==> config.mk <==
export PLATFORM = sky130hd
export DESIGN_NAME = nunchuck_i2c_responder
export DESIGN_NICKNAME = d
export VERILOG_FILES = /design/src/rtl/nunchuck_pkg.sv /design/src/rtl/i2c_line_sync.sv /design/src/rtl/nunchuck_i2c_responder.sv
export SDC_FILE = /design/constraint.sdc
export NUM_CORES = 1
export LEC_CHECK = 0
export ABC_AREA = 0
export BUFFER_PORTS_ARGS = -buffer_cell sky130_fd_sc_hd__buf_2
export CAP_MARGIN = 20
export CORE_ASPECT_RATIO = 1.2
export CORE_MARGIN = 1.5
export CORE_UTILIZATION = 28
export CTS_BUF_LIST = sky130_fd_sc_hd__clkbuf_8
export DETAILED_ROUTE_END_ITERATION = 16
export GPL_TIMING_DRIVEN = 0
export REMOVE_ABC_BUFFERS = 1
export SLEW_MARGIN = 20
export SYNTH_ARGS = -nofsm -noshare
export SYNTH_HDL_FRONTEND = slang
export SYNTH_HIERARCHICAL = 1
export SYNTH_SLANG_ARGS = --single-unit
==> constraint.sdc <==
create_clock -name clk -period 4.1 [get_ports clk]
set_input_delay 0.615 -clock clk [delete_from_list [all_inputs] [get_ports clk]]
set_output_delay 0.615 -clock clk [all_outputs]
set_load 0.03 [all_outputs]
==> src/rtl/nunchuck_pkg.sv <==
// nunchuck_pkg: shared constants, target FSM states and the legacy byte encoding for the nunchuck responder
package nunchuck_pkg;
   localparam logic [6:0] NUNCHUCK_ADDR = 7'h52;
   localparam logic [7:0] REG_INIT1     = 8'hF0;
   localparam logic [7:0] INIT1_VAL     = 8'h55;
   localparam logic [7:0] REG_INIT2     = 8'hFB;
   localparam int         REPORT_LEN    = 6;

   typedef enum logic [2:0] {
      IDLE, ADDR, ADDR_ACK, WR_DATA, WR_ACK, RD_DATA, RD_ACK, WAIT_STOP
   } i2c_tgt_state_t;

   function automatic logic [7:0] nunchuck_encode(input logic [7:0] b);
      return (b ^ 8'h17) + 8'h17;
   endfunction
endpackage

==> src/rtl/i2c_line_sync.sv <==
// i2c_line_sync: synchronises SCL/SDA and flags SCL edges plus START/STOP conditions
module i2c_line_sync #(
   parameter int SYNC_STAGES = 2
) (
   input  logic clk,
   input  logic rst,
   input  logic scl_in,
   input  logic sda_in,
   output logic sda,
   output logic scl_rise,
   output logic scl_fall,
   output logic start,
   output logic stop
);
   logic [SYNC_STAGES-1:0] scl_sr, sda_sr;
   logic scl, scl_q, sda_q;
   always_ff @(posedge clk or posedge rst)
      if (rst) begin
         scl_sr <= '1;
         sda_sr <= '1;
         scl_q  <= 1'b1;
         sda_q  <= 1'b1;
      end else begin
         scl_sr <= {scl_sr[SYNC_STAGES-2:0], scl_in};
         sda_sr <= {sda_sr[SYNC_STAGES-2:0], sda_in};
         scl_q  <= scl;
         sda_q  <= sda;
      end
   assign scl      = scl_sr[SYNC_STAGES-1];
   assign sda      = sda_sr[SYNC_STAGES-1];
   assign scl_rise = scl & ~scl_q;
   assign scl_fall = ~scl & scl_q;
   assign start    = scl & scl_q & sda_q & ~sda;
   assign stop     = scl & scl_q & ~sda_q & sda;
endmodule

==> src/rtl/nunchuck_i2c_responder.sv <==
// nunchuck_i2c_responder: I2C target emulating a Wii nunchuck (six-byte report, init register tracking).
// Optional NUNCHUCK_LEGACY_XOR_EN: read bytes are legacy-encoded until init_done is set.
module nunchuck_i2c_responder
   import nunchuck_pkg::*;
#(
   parameter logic [6:0] DEV_ADDR    = NUNCHUCK_ADDR,
   parameter int         SYNC_STAGES = 2,
   parameter int         HOLD_CYCLES = 4
) (
   input  logic       clk,
   input  logic       rst,
   input  logic       scl_in,
   input  logic       sda_in,
   output logic       sda_oe,
   input  logic [7:0] stick_x,
   input  logic [7:0] stick_y,
   input  logic [9:0] accel_x,
   input  logic [9:0] accel_y,
   input  logic [9:0] accel_z,
   input  logic       z,
   input  logic       c,
   output logic       busy,
   output logic       wr_strobe,
   output logic [7:0] wr_reg,
   output logic [7:0] wr_data,
   output logic       rd_done,
   output logic       init_done
);
   i2c_tgt_state_t state, state_nxt;
   logic sda, scl_rise, scl_fall, start, stop, tick, first, match;
   logic [7:0] hcnt, sr, ptr, tx_raw, tx;
   logic [3:0] cnt;
   logic [2:0] bi;
   logic [7:0] snap [REPORT_LEN];

   i2c_line_sync #(.SYNC_STAGES(SYNC_STAGES)) u_sync (
      .clk(clk), .rst(rst), .scl_in(scl_in), .sda_in(sda_in), .sda(sda),
      .scl_rise(scl_rise), .scl_fall(scl_fall), .start(start), .stop(stop)
   );

   // tick marks the point after an SCL fall where SDA may safely change
   assign tick   = hcnt == 8'd1;
   assign match  = sr[7:1] == DEV_ADDR;
   assign bi     = 3'd7 - cnt[2:0];
   assign tx_raw = ptr < 8'(REPORT_LEN) ? snap[ptr[2:0]] : 8'hFF;
`ifdef NUNCHUCK_LEGACY_XOR_EN
   assign tx = init_done ? tx_raw : nunchuck_encode(tx_raw);
`else
   assign tx = tx_raw;
`endif

   always_ff @(posedge clk or posedge rst)
      if (rst) state <= IDLE;
      else state <= state_nxt;

   always_comb begin
      state_nxt = state;
      if (start) state_nxt = ADDR;
      else if (stop) state_nxt = IDLE;
      else
         case (state)
            ADDR:     if (tick && cnt == 4'd8) state_nxt = match ? ADDR_ACK : WAIT_STOP;
            ADDR_ACK: if (tick) state_nxt = sr[0] ? RD_DATA : WR_DATA;
            WR_DATA:  if (tick && cnt == 4'd8) state_nxt = WR_ACK;
            WR_ACK:   if (tick) state_nxt = WR_DATA;
            RD_DATA:  if (tick && cnt == 4'd8) state_nxt = RD_ACK;
            RD_ACK:   state_nxt = scl_rise && sda ? WAIT_STOP : tick ? RD_DATA : RD_ACK;
            default:  state_nxt = state;
         endcase
   end

   always_ff @(posedge clk)
      if (state == ADDR && tick && cnt == 4'd8 && match && sr[0])
         snap <= '{stick_x, stick_y, accel_x[9:2], accel_y[9:2], accel_z[9:2],
                   {accel_z[1:0], accel_y[1:0], accel_x[1:0], ~c, ~z}};

   always_ff @(posedge clk or posedge rst)
      if (rst) begin
         sda_oe    <= 1'b0;
         busy      <= 1'b0;
         wr_strobe <= 1'b0;
         wr_reg    <= 8'h00;
         wr_data   <= 8'h00;
         rd_done   <= 1'b0;
         init_done <= 1'b0;
         hcnt      <= 8'h00;
         sr        <= 8'h00;
         ptr       <= 8'h00;
         cnt       <= 4'd0;
         first     <= 1'b1;
      end else begin
         wr_strobe <= 1'b0;
         rd_done   <= 1'b0;
         hcnt      <= scl_fall ? 8'(HOLD_CYCLES) : hcnt != 8'h00 ? hcnt - 8'd1 : hcnt;
         if (start || stop) begin
            sda_oe  <= 1'b0;
            busy    <= 1'b0;
            cnt     <= 4'd0;
            first   <= 1'b1;
            rd_done <= stop && (state == RD_DATA || state == RD_ACK);
         end else begin
            if (scl_rise && (state == ADDR || state == WR_DATA || state == RD_DATA)) cnt <= cnt + 4'd1;
            if (scl_rise && (state == ADDR || state == WR_DATA)) sr <= {sr[6:0], sda};
            case (state)
               ADDR:
                  if (tick && cnt == 4'd8) begin
                     cnt    <= 4'd0;
                     sda_oe <= match;
                     busy   <= match;
                  end
               ADDR_ACK: if (tick) sda_oe <= sr[0] & ~tx[7];
               WR_DATA:
                  if (tick && cnt == 4'd8) begin
                     cnt    <= 4'd0;
                     sda_oe <= 1'b1;
                     first  <= 1'b0;
                     if (first) ptr <= sr;
                     else begin
                        wr_strobe <= 1'b1;
                        wr_reg    <= ptr;
                        wr_data   <= sr;
                        ptr       <= ptr + 8'd1;
                        if (ptr == REG_INIT1 && sr == INIT1_VAL) init_done <= 1'b1;
                     end
                  end
               WR_ACK: if (tick) sda_oe <= 1'b0;
               RD_DATA:
                  if (tick) begin
                     sda_oe <= cnt == 4'd8 ? 1'b0 : ~tx[bi];
                     if (cnt == 4'd8) cnt <= 4'd0;
                  end
               RD_ACK: begin
                  // pointer advances on the master's ACK so the next byte is ready at the drive point
                  if (scl_rise) begin
                     if (sda) rd_done <= 1'b1;
                     else ptr <= ptr + 8'd1;
                  end
                  if (tick) sda_oe <= ~tx[7];
               end
               default: sda_oe <= 1'b0;
            endcase
         end
      end
endmodule

==> metrics.log, run 1 <==
INFO  metric status = finished clean
INFO  metric ys_ff_latch = 107
INFO  metric cts_tree = done
INFO  metric reg2regPathDepth = 7
INFO  metric numPlacedInstances = about 650
INFO  metric clock_insertion_delay_worst_skew = ~0.37 ns
INFO  metric area.sequential = a little under 3000 um2
INFO  metric ys_warn_count = 6
INFO  metric swShare = approximately 36%
INFO  metric worst-endpoint-arrival = a little under 3 ns
INFO  metric post_cts.repair.setup_buffers = 0
INFO  metric place_area = approximately 5500 um2
INFO  metric utilization = between 30% and 40%
INFO  metric synth_enable_flop_cells = 48
INFO  metric rr_endpoint = snap[3]
INFO  metric fin_tns_setup = 0 ns
INFO  metric vias = between 3000 and 4000
INFO  metric synthDominantAreaCellType = edfxtp_1
INFO  metric post_synth_most_frequent_cells = 52 x dfrtp_1, 48 x edfxtp_1, 24 x mux2_2
INFO  metric dp_hpwl = between 7000 and 8000 um
INFO  metric hold_buffers = 0
INFO  metric cts.sink_count = around 110
INFO  metric path_class = reg2reg
INFO  metric critical_path_startpoint_category = flop
INFO  metric final-instance-count-excl-fill = ~670
INFO  metric place_congestion = 0.8650
INFO  metric postSynth.asyncResetShare = a little under three fifths
INFO  metric setup_viol = 0
INFO  metric power.density_cell_area = 524.4 nW/um2
INFO  metric max-slew-margin-rel = a little under half
INFO  metric finalCriticalPeriod = around 2.9 ns
INFO  metric boundaryPins = between 70 and 80
INFO  metric dieWidth = around 120 um
INFO  metric place.port_buffers = 72
INFO  metric cts_resized = 0
INFO  metric core_area = 16980 um2
INFO  metric clockPowerShare = between 20% and 30%
INFO  metric area_of_the_die = between 15000 and 20000 um2
INFO  metric final_design_area_no_fill = 5707 um2
INFO  metric detail_route.drc_violations = 0
INFO  metric finalNetCount = between 500 and 600
INFO  metric die-height = about 150 um
INFO  metric global_route.overflow_total = 0
INFO  metric regToRegStartpoint = cnt[0]
INFO  metric multi_input_area = 1826 um2
INFO  metric antenna_violations_before_repair = 0
INFO  metric largest_register_ff_count = 48
INFO  metric via_per_inst = approximately 4.7
INFO  metric path_max_fanout = 28
INFO  metric cells_after_synthesis = about 380
INFO  metric global_route_wire_length_before_repair = ~16000 um
INFO  metric dr.first_iter.drc_count = 120
INFO  metric p_sw = 1079 uW
INFO  metric clock_root_buffer_master = clkbuf_8
INFO  metric start_util = 28.73%
INFO  metric first_global_vias = between 3000 and 4000
INFO  metric routed_wire_length_per_instance = around 15 um
INFO  metric pint = 1914 uW
INFO  metric num_antenna_cells = 0
INFO  metric yosysSeqAreaShare = 59.99%
INFO  metric grt_start_max_net_pins = 54
INFO  metric worst_setup_hold_path_clk_slew = around 0.10 ns
INFO  metric drtAntennaViolNets = 0
INFO  metric area_delta_synth_final = 16.98%
INFO  metric htree_num_levels = 3
INFO  metric clock.fmax = between 300 and 400 MHz
INFO  metric clockBufferDepth = 2
INFO  metric largest-register = snap
INFO  metric hold_class = in2reg
INFO  metric synth_ff_type = dfrtp_1
INFO  metric min_delay_path_depth = 1
INFO  metric critical_path.endpoint_type = flop
INFO  metric totalWireLength = between 9000 and 10000 um
INFO  metric worst-r2r-setup-slack = between 1 and 1.5 ns
INFO  metric post_route_cells_drive_above_1_share = between 30% and 40%
INFO  metric synthTopCellsByArea = edfxtp_1 30%, dfrtp_1 27%, mux2_2 5.5%, dfstp_2 3.8%, mux2i_1 3.7%
INFO  metric worst_hold_path.endpoint = u_sync/sda_sr[0]
INFO  metric drt-pass1-iter-count = 4
INFO  metric power.leakage = ~0.0024 uW
INFO  metric number_of_cell_rows = between 50 and 60
INFO  metric num-fill-cells = 1635
INFO  metric synth.most_common_cell = dfrtp_1
INFO  metric required = ~4.2 ns
INFO  metric tritoncts.num_buffers = 9
INFO  metric report.final.slew_viol_count = 0
INFO  metric syn_area_per_cell = roughly 13 um2
INFO  metric synth_largest_type_area_fraction = a little under 30%
INFO  metric timing_worst_slew_pin_value = between 0.8 and 0.9 ns
INFO  metric worst_skew = 0.01771 ns
INFO  metric period_share = a little over two thirds
INFO  metric grt_usage = roughly 11%
INFO  metric max_cap_viol_count = 0
INFO  metric total_power = 2993 uW
INFO  metric worst_ir_drop_vdd = 231.8 uV
INFO  metric power.sequential.fraction = 50.8%
INFO  metric worstHoldStart = sda_in
INFO  metric grt_setup_unrepaired = false
INFO  metric power.combinational.fraction = 29.0%
INFO  metric yosysUniqueCellTypes = 61
INFO  metric final_hold_viol_count = 0
INFO  metric netlist_area = about 4900 um2
## cell type report
type | count | area share (%)
repair buffers | 75 | 7.520
well taps | 216 | 4.736
clock buffers | 10 | 2.412
multi-input cells | 237 | 31.99
flip-flops and latches | 107 | 51.28
clock inverters | 6 | 0.8332
inverters | 18 | 1.228
## worst max-delay path by stage
stage | start | end
6_report | cnt[0] | snap[3]
5_1_grt | cnt[0] | snap[0]
2_1_floorplan | cnt[0] | snap[0]
3_5_place_dp | cnt[0] | wr_data[2]
4_1_cts | cnt[0] | wr_data[1]
3_3_place_gp | cnt[0] | snap[11]
## logic make-up (layout without fill, tap and decap cells)
| family | after synthesis | after routing | share of synthesized area (%) |
|---|---|---|---|
| flops | 107 | 107 | 59.99 |
| fa+ha+maj | 6 | 6 | 1.539 |
| mux | 50 | 50 | 12.93 |
| compound gates | 73 | 73 | 9.747 |
| buf+inv | 32 | 109 | 2.693 |
| simple gates | 103 | 103 | 12.21 |
| xor+xnor | 5 | 5 | 0.8976 |
## placed cells by master (no fill, tap or decap), types with 3 or more instances in the layout
cell type / n
mux4_2: 8
a211oi_1: 7
mux2i_1: 18
nand3_1: 9
dfrtp_1: 52
or2_2: 4
o22ai_1: 5
buf_2: 72
mux2_2: 24
inv_1: 17
o21ai_0: 22
a21oi_1: 12
o21a_1: 3
nand2b_1: 4
nand2_1: 18
xnor2_1: 5
nor3_1: 9
a2bb2oi_1: 6
dfstp_2: 7
clkbuf_8: 11
and3_1: 5
nor2_1: 22
edfxtp_1: 48
nor2b_1: 8
ha_1: 6
## critical path: stages, from the launching register on
cell and delay (ns):
dfrtp_1 0.57, inv_1 0.21, ha_1 0.19, and4bb_2 0.27, nand4_2 0.18, nor3_1 0.30
and3_2 0.60, buf_16 0.25
## per-stage QoR
stage                     hold slack [ns]  worst slack [ns]
after floorplan                    0.3452             1.020
after global placement             0.3481            0.3323
after detailed placement           0.3485             1.056
after CTS                          0.3145             1.054
after global routing               0.3005            0.9892
final                              0.3449             1.230
## power groups by stage
stage                     clock network (uW)  registers, uW  logic, uW
after floorplan                            0           1460        655
after global placement                     0           1560        811
after detailed placement                   0           1540        869
after CTS                                635           1520        876
after global routing                     680           1560        975
final                                    606           1520        868
## metal layers
metal	track usage (%)	wire, um	share of wire (%)
met5	0	0	0
met4	5.172	195	2.0
met3	2.623	478	4.9
met2	18.78	4797	49
met1	14.30	4333	44
Power figures use the tool's default switching activity.
==> inputs of run 2 (changes only) <==
==> constraint.sdc (replaced) <==
create_clock -name clk -period 2.7 [get_ports clk]
set_input_delay 0.405 -clock clk [delete_from_list [all_inputs] [get_ports clk]]
set_output_delay 0.405 -clock clk [all_outputs]
set_load 0.03 [all_outputs]
==> metrics.log, run 2 (synthesis gave the netlist of run 1 again) <==
INFO  metric worst_skew = 0.01718 ns (-0.0005276 ns)
INFO  metric largest-register = snap
INFO  metric start_util = 28.73% (unchanged)
INFO  metric hold_class = in2reg
INFO  metric path_max_fanout = 28 (unchanged)
INFO  metric worst_slack = 0.1698 ns (-1.060 ns)
INFO  metric slowest_stage = dfrtp_2
INFO  metric area.sequential = 2928 um2 (about the same)
INFO  metric multi_input_area = 1848 um2 (+1.2%)
INFO  metric clock_root_buffer_master = clkbuf_8
INFO  metric htree_num_levels = 3 (unchanged)
INFO  metric clock_insertion_delay_worst_skew = 0.37 ns (about the same)
INFO  metric worst-endpoint-arrival = 2.61 ns (-0.33 ns)
INFO  metric tritoncts.num_buffers = 9 (unchanged)
INFO  metric timing_worst_slew_pin_value = 0.8073 ns (-0.009040 ns)
INFO  metric vias = 3183 (+0.92%)
INFO  metric power.leakage = 0.002364 uW (+0.33%)
INFO  metric report.final.slew_viol_count = 0 (unchanged)
INFO  metric critical_path.endpoint_type = flop
INFO  metric cp.buffers_inverters = 2 (unchanged)
INFO  metric place.port_buffers = 72 (unchanged)
INFO  metric max-slew-margin-rel = 45.88% (+0.61 points)
INFO  metric final_hold_viol_count = 0 (unchanged)
INFO  metric dr.first_iter.drc_count = 115 (-4.2%)
INFO  metric final-instance-count-excl-fill = 670 (+0.15%)
INFO  metric via_per_inst = 4.751 (+0.77%)
INFO  metric mostFrequentLayoutCells = 72 x buf_2, 51 x dfrtp_1, 48 x edfxtp_1
INFO  metric dieWidth = 123.5 um (unchanged)
INFO  metric finalNetCount = 507 (+0.20%)
INFO  metric clockBufferDepth = 2 (unchanged)
INFO  metric timing.critical_path.slowest_cell_delay = 0.52 ns (-0.08 ns)
INFO  metric post_route_cells_drive_above_1_share = 32.60% (+0.59 points)
INFO  metric status = finished clean
INFO  metric grt_start_max_net_pins = 54 (unchanged)
INFO  metric fin_tns_setup = 0 ns (unchanged)
INFO  metric global_route_wire_length_before_repair = 16480 um (+1.5%)
INFO  metric largest_register_ff_count = 48 (unchanged)
INFO  metric clock.fmax = 395.2 MHz (+13%)
INFO  metric worst_ir_drop_vdd = 353.2 uV (+52%)
INFO  metric hold_buffers = 0 (unchanged)
INFO  metric area_delta_synth_final = 17.59%
INFO  metric max_cap_viol_count = 0 (unchanged)
INFO  metric num_antenna_cells = 0 (unchanged)
INFO  metric num-fill-cells = 1629 (-0.37%)
INFO  metric path_class = reg2reg
INFO  metric period_share = 93.71% (+24 points)
INFO  metric grtUsageMet2 = 19.00% (+0.22 points)
INFO  metric grt_busiest_layer = met2
INFO  metric use_met3 = 2.623% (unchanged)
INFO  metric required = 2.78 ns (-1.39 ns)
INFO  metric finalCriticalPeriod = 2.530 ns (-0.3395 ns)
INFO  metric place_congestion = 0.8650 (unchanged)
INFO  metric boundaryPins = 73 (unchanged)
INFO  metric cts_tree = done
INFO  metric antenna_violations_before_repair = 0 (unchanged)
INFO  metric detail_route.drc_violations = 0 (unchanged)
INFO  metric totalWireLength = 9950 um (+1.5%)
INFO  metric core_area = 16980 um2 (unchanged)
INFO  metric numPlacedInstances = 652 (unchanged)
INFO  metric number_of_cell_rows = 52 (unchanged)
INFO  metric power.density_cell_area = 795.0 nW/um2 (+52%)
INFO  metric worst_setup_hold_path_clk_slew = 0.10 ns (about the same)
INFO  metric pre_cts_slack = -0.3437 ns (-1.400 ns)
INFO  metric setup_viol = 0 (unchanged)
INFO  metric area_of_the_die = 18230 um2 (unchanged)
INFO  metric routed_wire_length_per_instance = 14.85 um (+1.3%)
INFO  metric timing.critical_path.cells = inv_1, ha_1, and4bb_2, nand4_2, nor3_4, and3_4, buf_16
INFO  metric critical_path_startpoint_category = flop
INFO  metric die-height = 147.6 um (unchanged)
INFO  metric most_frequent_standard_cell_in_the_layout_excluding_fill_and_tap_cells = buf_2
INFO  metric grt_usage = 11.63% (+0.18 points)
INFO  metric global_route.overflow_total = 0 (unchanged)
INFO  metric drt-pass1-iter-count = 4 (unchanged)
INFO  metric largest_delay_share_family_worst_path = simple AND/OR/NAND/NOR gates
INFO  metric grt_util_met1 = 14.73% (+0.43 points)
INFO  metric cts.sink_count = 107 (unchanged)
INFO  metric drtAntennaViolNets = 0 (unchanged)
INFO  metric first_global_vias = 3305 (+0.92%)
INFO  metric grt_setup_unrepaired = false
INFO  metric dp_hpwl = 7128 um (unchanged)
[run 2: changes by cell type in the layout (fill, tap and decap cells not counted), sizes merged]
cell / before / now
clkbuf: 11 / 10
buf: 74 / 75
and3: 6 / 7
[run 2: cell type report]
cell class	instances	share of cell area, %
Clock buffer	10	2.399
Clock inverter	6	0.8288
Inverter	18	1.221
Multi-Input combinational cell	238	32.21
Sequential cell	107	51.04
Tap cell	216	4.711
Timing Repair Buffer	75	7.590
[run 2: final timing paths]
check                      slack, ns  cells after the start          endpoint        startpoint
min reg2reg                     0.36                      0  u_sync/sda_sr[1]  u_sync/sda_sr[0]
min                             0.13                      1  u_sync/sda_sr[0]            sda_in
max reg2reg                     0.17                      7          snap[11]            cnt[0]
max                             0.17                      7          snap[11]            cnt[0]
min in group asynchronous       0.14                      2           hcnt[5]               rst
max in group asynchronous       2.08                      2            cnt[0]               rst
[run 2: metal layers]
metal | up-vias | share of wire, %
li1 | 1553 | -
met5 | - | 0
met3 | 15 | 5.6
met4 | 0 | 2.3
met1 | 1529 | 44
met2 | 86 | 48
[run 2: what timing repair did]
| item | in CTS | in global routing |
|---|---|---|
| endpoints found under the setup margin | 61 | 30 |
| gates resized for setup | 3 | 1 |
| pin swaps | 2 | 0 |
| setup buffers | 1 | 0 |
| cloned | 1 | 0 |
[run 2: metrics by stage]
step / hold WS, ns / util [%] / instance area, um2 / power (uW)
after floorplan: 0.3452 / - / 4815 / 3214
after global placement: 0.3481 / 32.07 / 5445 / 3596
after detailed placement: 0.3485 / 32.41 / 5504 / 3660
after CTS: 0.1045 / 33.75 / 5732 / 4614
after global routing: 0.09055 / 33.78 / 5737 / 4892
final: 0.1294 / 33.78 / 5737 / 4560
[run 2: power by group]
group          switching, uW  internal, uW  total (uW)
combinational            674           651        1330
sequential               430          1890        2320
clock                    549           371         920
total                   1650          2910        4560
==> inputs of run 3 (changes only) <==
--- a/config.mk
+++ b/config.mk
@@ -10,10 +10,11 @@
 export CAP_MARGIN = 20
 export CORE_ASPECT_RATIO = 1.2
 export CORE_MARGIN = 1.5
-export CORE_UTILIZATION = 28
+export CORE_UTILIZATION = 59
 export CTS_BUF_LIST = sky130_fd_sc_hd__clkbuf_8
 export DETAILED_ROUTE_END_ITERATION = 16
 export GPL_TIMING_DRIVEN = 0
+export PLACE_DENSITY = 0.82
 export REMOVE_ABC_BUFFERS = 1
 export SLEW_MARGIN = 20
 export SYNTH_ARGS = -nofsm -noshare
==> metrics.log, run 3 (synthesis gave the netlist of run 1 again) <==
INFO  metric global_route_wire_length_before_repair = 15130 um (-8.2%)
INFO  metric cp.buffers_inverters = 2 (unchanged)
INFO  metric numPlacedInstances = 531 (-19%)
INFO  metric mostFrequentLayoutCells = 72 x buf_2, 51 x dfrtp_1, 48 x edfxtp_1
INFO  metric timing.critical_path.slowest_cell_delay = 0.53 ns (about the same)
INFO  metric routed_wire_length_per_instance = 16.97 um (+14%)
INFO  metric power.density_cell_area = 827.6 nW/um2 (+4.1%)
INFO  metric largest_delay_share_family_worst_path = simple AND/OR/NAND/NOR gates
INFO  metric num_antenna_cells = 0 (unchanged)
INFO  metric core_area = 8063 um2 (-53%)
INFO  metric path_max_fanout = 26 (-7.1%)
INFO  metric most_frequent_standard_cell_in_the_layout_excluding_fill_and_tap_cells = buf_2
INFO  metric detail_route.drc_violations = 0 (unchanged)
INFO  metric place_congestion = 0.9095 (+5.1%)
INFO  metric place.port_buffers = 72 (unchanged)
INFO  metric htree_num_levels = 3 (unchanged)
INFO  metric antenna_violations_before_repair = 0 (unchanged)
INFO  metric required = 2.78 ns (about the same)
INFO  metric detailroute.wirelength.met3 = 520 um (-6.5%)
INFO  metric route.met2.wl = 4676 um (-2.3%)
INFO  metric clock_root_buffer_master = clkbuf_8
INFO  metric hold_class = in2async
INFO  metric reg2regPathDepth = 7 (unchanged)
INFO  metric max_cap_viol_count = 0 (unchanged)
INFO  metric regToRegStartpoint = cnt[0]
INFO  metric final-instance-count-excl-fill = 551 (-18%)
INFO  metric hold_ws = 0.09222 ns (-0.03714 ns)
INFO  metric timing.critical_path.cells = inv_1, ha_1, and4bb_2, nand4_2, nor3_4, and3_4, buf_16
INFO  metric drt-pass1-iter-count = 5 (+1)
INFO  metric critical_path_startpoint_category = flop
INFO  metric status = finished clean
INFO  metric clockBufferDepth = 2 (unchanged)
INFO  metric largest-register = snap
INFO  metric max-slew-margin-rel = 28.73% (-17 points)
INFO  metric dieWidth = 86.01 um (-30%)
INFO  metric worst_ir_drop_vdd = 449.1 uV (+27%)
INFO  metric worst-r2r-setup-slack = 0.13 ns (-0.04 ns)
INFO  metric start_util = 60.51% (+32 points)
INFO  metric clock.fmax = 389.7 MHz (-1.4%)
INFO  metric timing_worst_slew_pin_value = 1.069 ns (+0.2618 ns)
INFO  metric grt_start_max_net_pins = 30 (-44%)
INFO  metric area_of_the_die = 8825 um2 (-52%)
INFO  metric worst-endpoint-arrival = 2.65 ns (+0.04 ns)
INFO  metric vias = 3351 (+5.3%)
INFO  metric finalNetCount = 509 (+0.39%)
INFO  metric via_per_inst = 6.082 (+28%)
INFO  metric boundaryPins = 73 (unchanged)
INFO  metric rr_endpoint = snap[27]
INFO  metric number_of_cell_rows = 36 (-31%)
INFO  metric slowest_stage = dfrtp_2
INFO  metric met1Wirelength = 3852 um (-12%)
INFO  metric post_route_cells_drive_above_1_share = 32.89% (+0.30 points)
INFO  metric worst_skew = 0.008842 ns (-0.008341 ns)
INFO  metric dp_hpwl = 6465 um (-9.3%)
INFO  metric cts.sink_count = 107 (unchanged)
INFO  metric maxUsedRoutingLayer = met4
INFO  metric fin_tns_setup = 0 ns (unchanged)
INFO  metric grt_setup_unrepaired = false
INFO  metric totalWireLength = 9353 um (-6.0%)
INFO  metric drtAntennaViolNets = 0 (unchanged)
INFO  metric setup_viol = 0 (unchanged)
INFO  metric tritoncts.num_buffers = 9 (unchanged)
INFO  metric period_share = 95.05% (+1.3 points)
INFO  metric num-fill-cells = 544 (-67%)
INFO  metric finalCriticalPeriod = 2.566 ns (+0.03615 ns)
INFO  metric place_area = 5343 um2 (-2.9%)
INFO  metric cts_tree = done
INFO  metric power.leakage = 0.002374 uW (+0.44%)
INFO  metric report.final.slew_viol_count = 0 (unchanged)
INFO  metric largest_register_ff_count = 48 (unchanged)
INFO  metric final_design_area_no_fill = 5602 um2 (-2.4%)
INFO  metric first_global_vias = 3244 (-1.8%)
INFO  metric critical_path.endpoint_type = flop
INFO  metric worst_setup_hold_path_clk_slew = 0.10 ns (about the same)
INFO  metric utilization = 69.48% (+36 points)
INFO  metric clock_insertion_delay_worst_skew = 0.37 ns (about the same)
INFO  metric grt_usage = 22.46% (+11 points)
INFO  metric path_class = reg2reg
INFO  metric dr.first_iter.drc_count = 322 (+180%)
INFO  metric die-height = 102.6 um (-30%)
INFO  metric final_hold_viol_count = 0 (unchanged)
INFO  metric global_route.overflow_total = 0 (unchanged)
INFO  metric area_delta_synth_final = 14.82%
-- run 3: cell type report --
class / instances / area, um2 / share of cell area [%]
inverter: 18 / 67.56 / 1.206
multi-input combinational: 238 / 1848 / 32.99
timing repair buffer: 77 / 430.4 / 7.684
sequential: 107 / 2928 / 52.27
clock buffer: 9 / 123.9 / 2.211
tap: 95 / 118.9 / 2.122
clock inverter: 7 / 85.08 / 1.519
-- run 3: through the flow --
stage	setup WS [ns]	power (uW)
final	0.1337	4636
after global placement	-0.9840	3548
after detailed placement	-0.2707	3619
after CTS	0.04227	4634
after global routing	0.01954	4912
after floorplan	-0.3802	3214
-- run 3: worst max path at each step --
stage	startpoint	to	slack, ns	depth (start not counted)
2_1_floorplan	cnt[0]	snap[0]	-0.38	6
3_3_place_gp	cnt[0]	snap[30]	-0.98	6
3_5_place_dp	cnt[0]	wr_data[3]	-0.27	6
4_1_cts	cnt[0]	snap[27]	0.04	7
5_1_grt	cnt[0]	snap[19]	0.02	7
6_report	cnt[0]	snap[27]	0.13	7
-- run 3: report_power, final --
group	internal (uW)	switching (uW)
clock	445	562
sequential	1890	461
combinational	629	654
total	2960	1680
-- run 3: metal layers --
layer,vias to the layer above,GRT usage (%)
met2,137,37.01
met4,0,10.42
li1,1555,-
met1,1636,28.22
met5,-,0
met3,23,5.765
-- run 3: what timing repair did --
item | CTS | global route
gates resized for setup | 3 | 1
setup buffers | 3 | 0
cloned | 1 | 0
hold buffers | 0 | 0
endpoints found under the setup margin | 65 | 27
pin swaps | 2 | 0
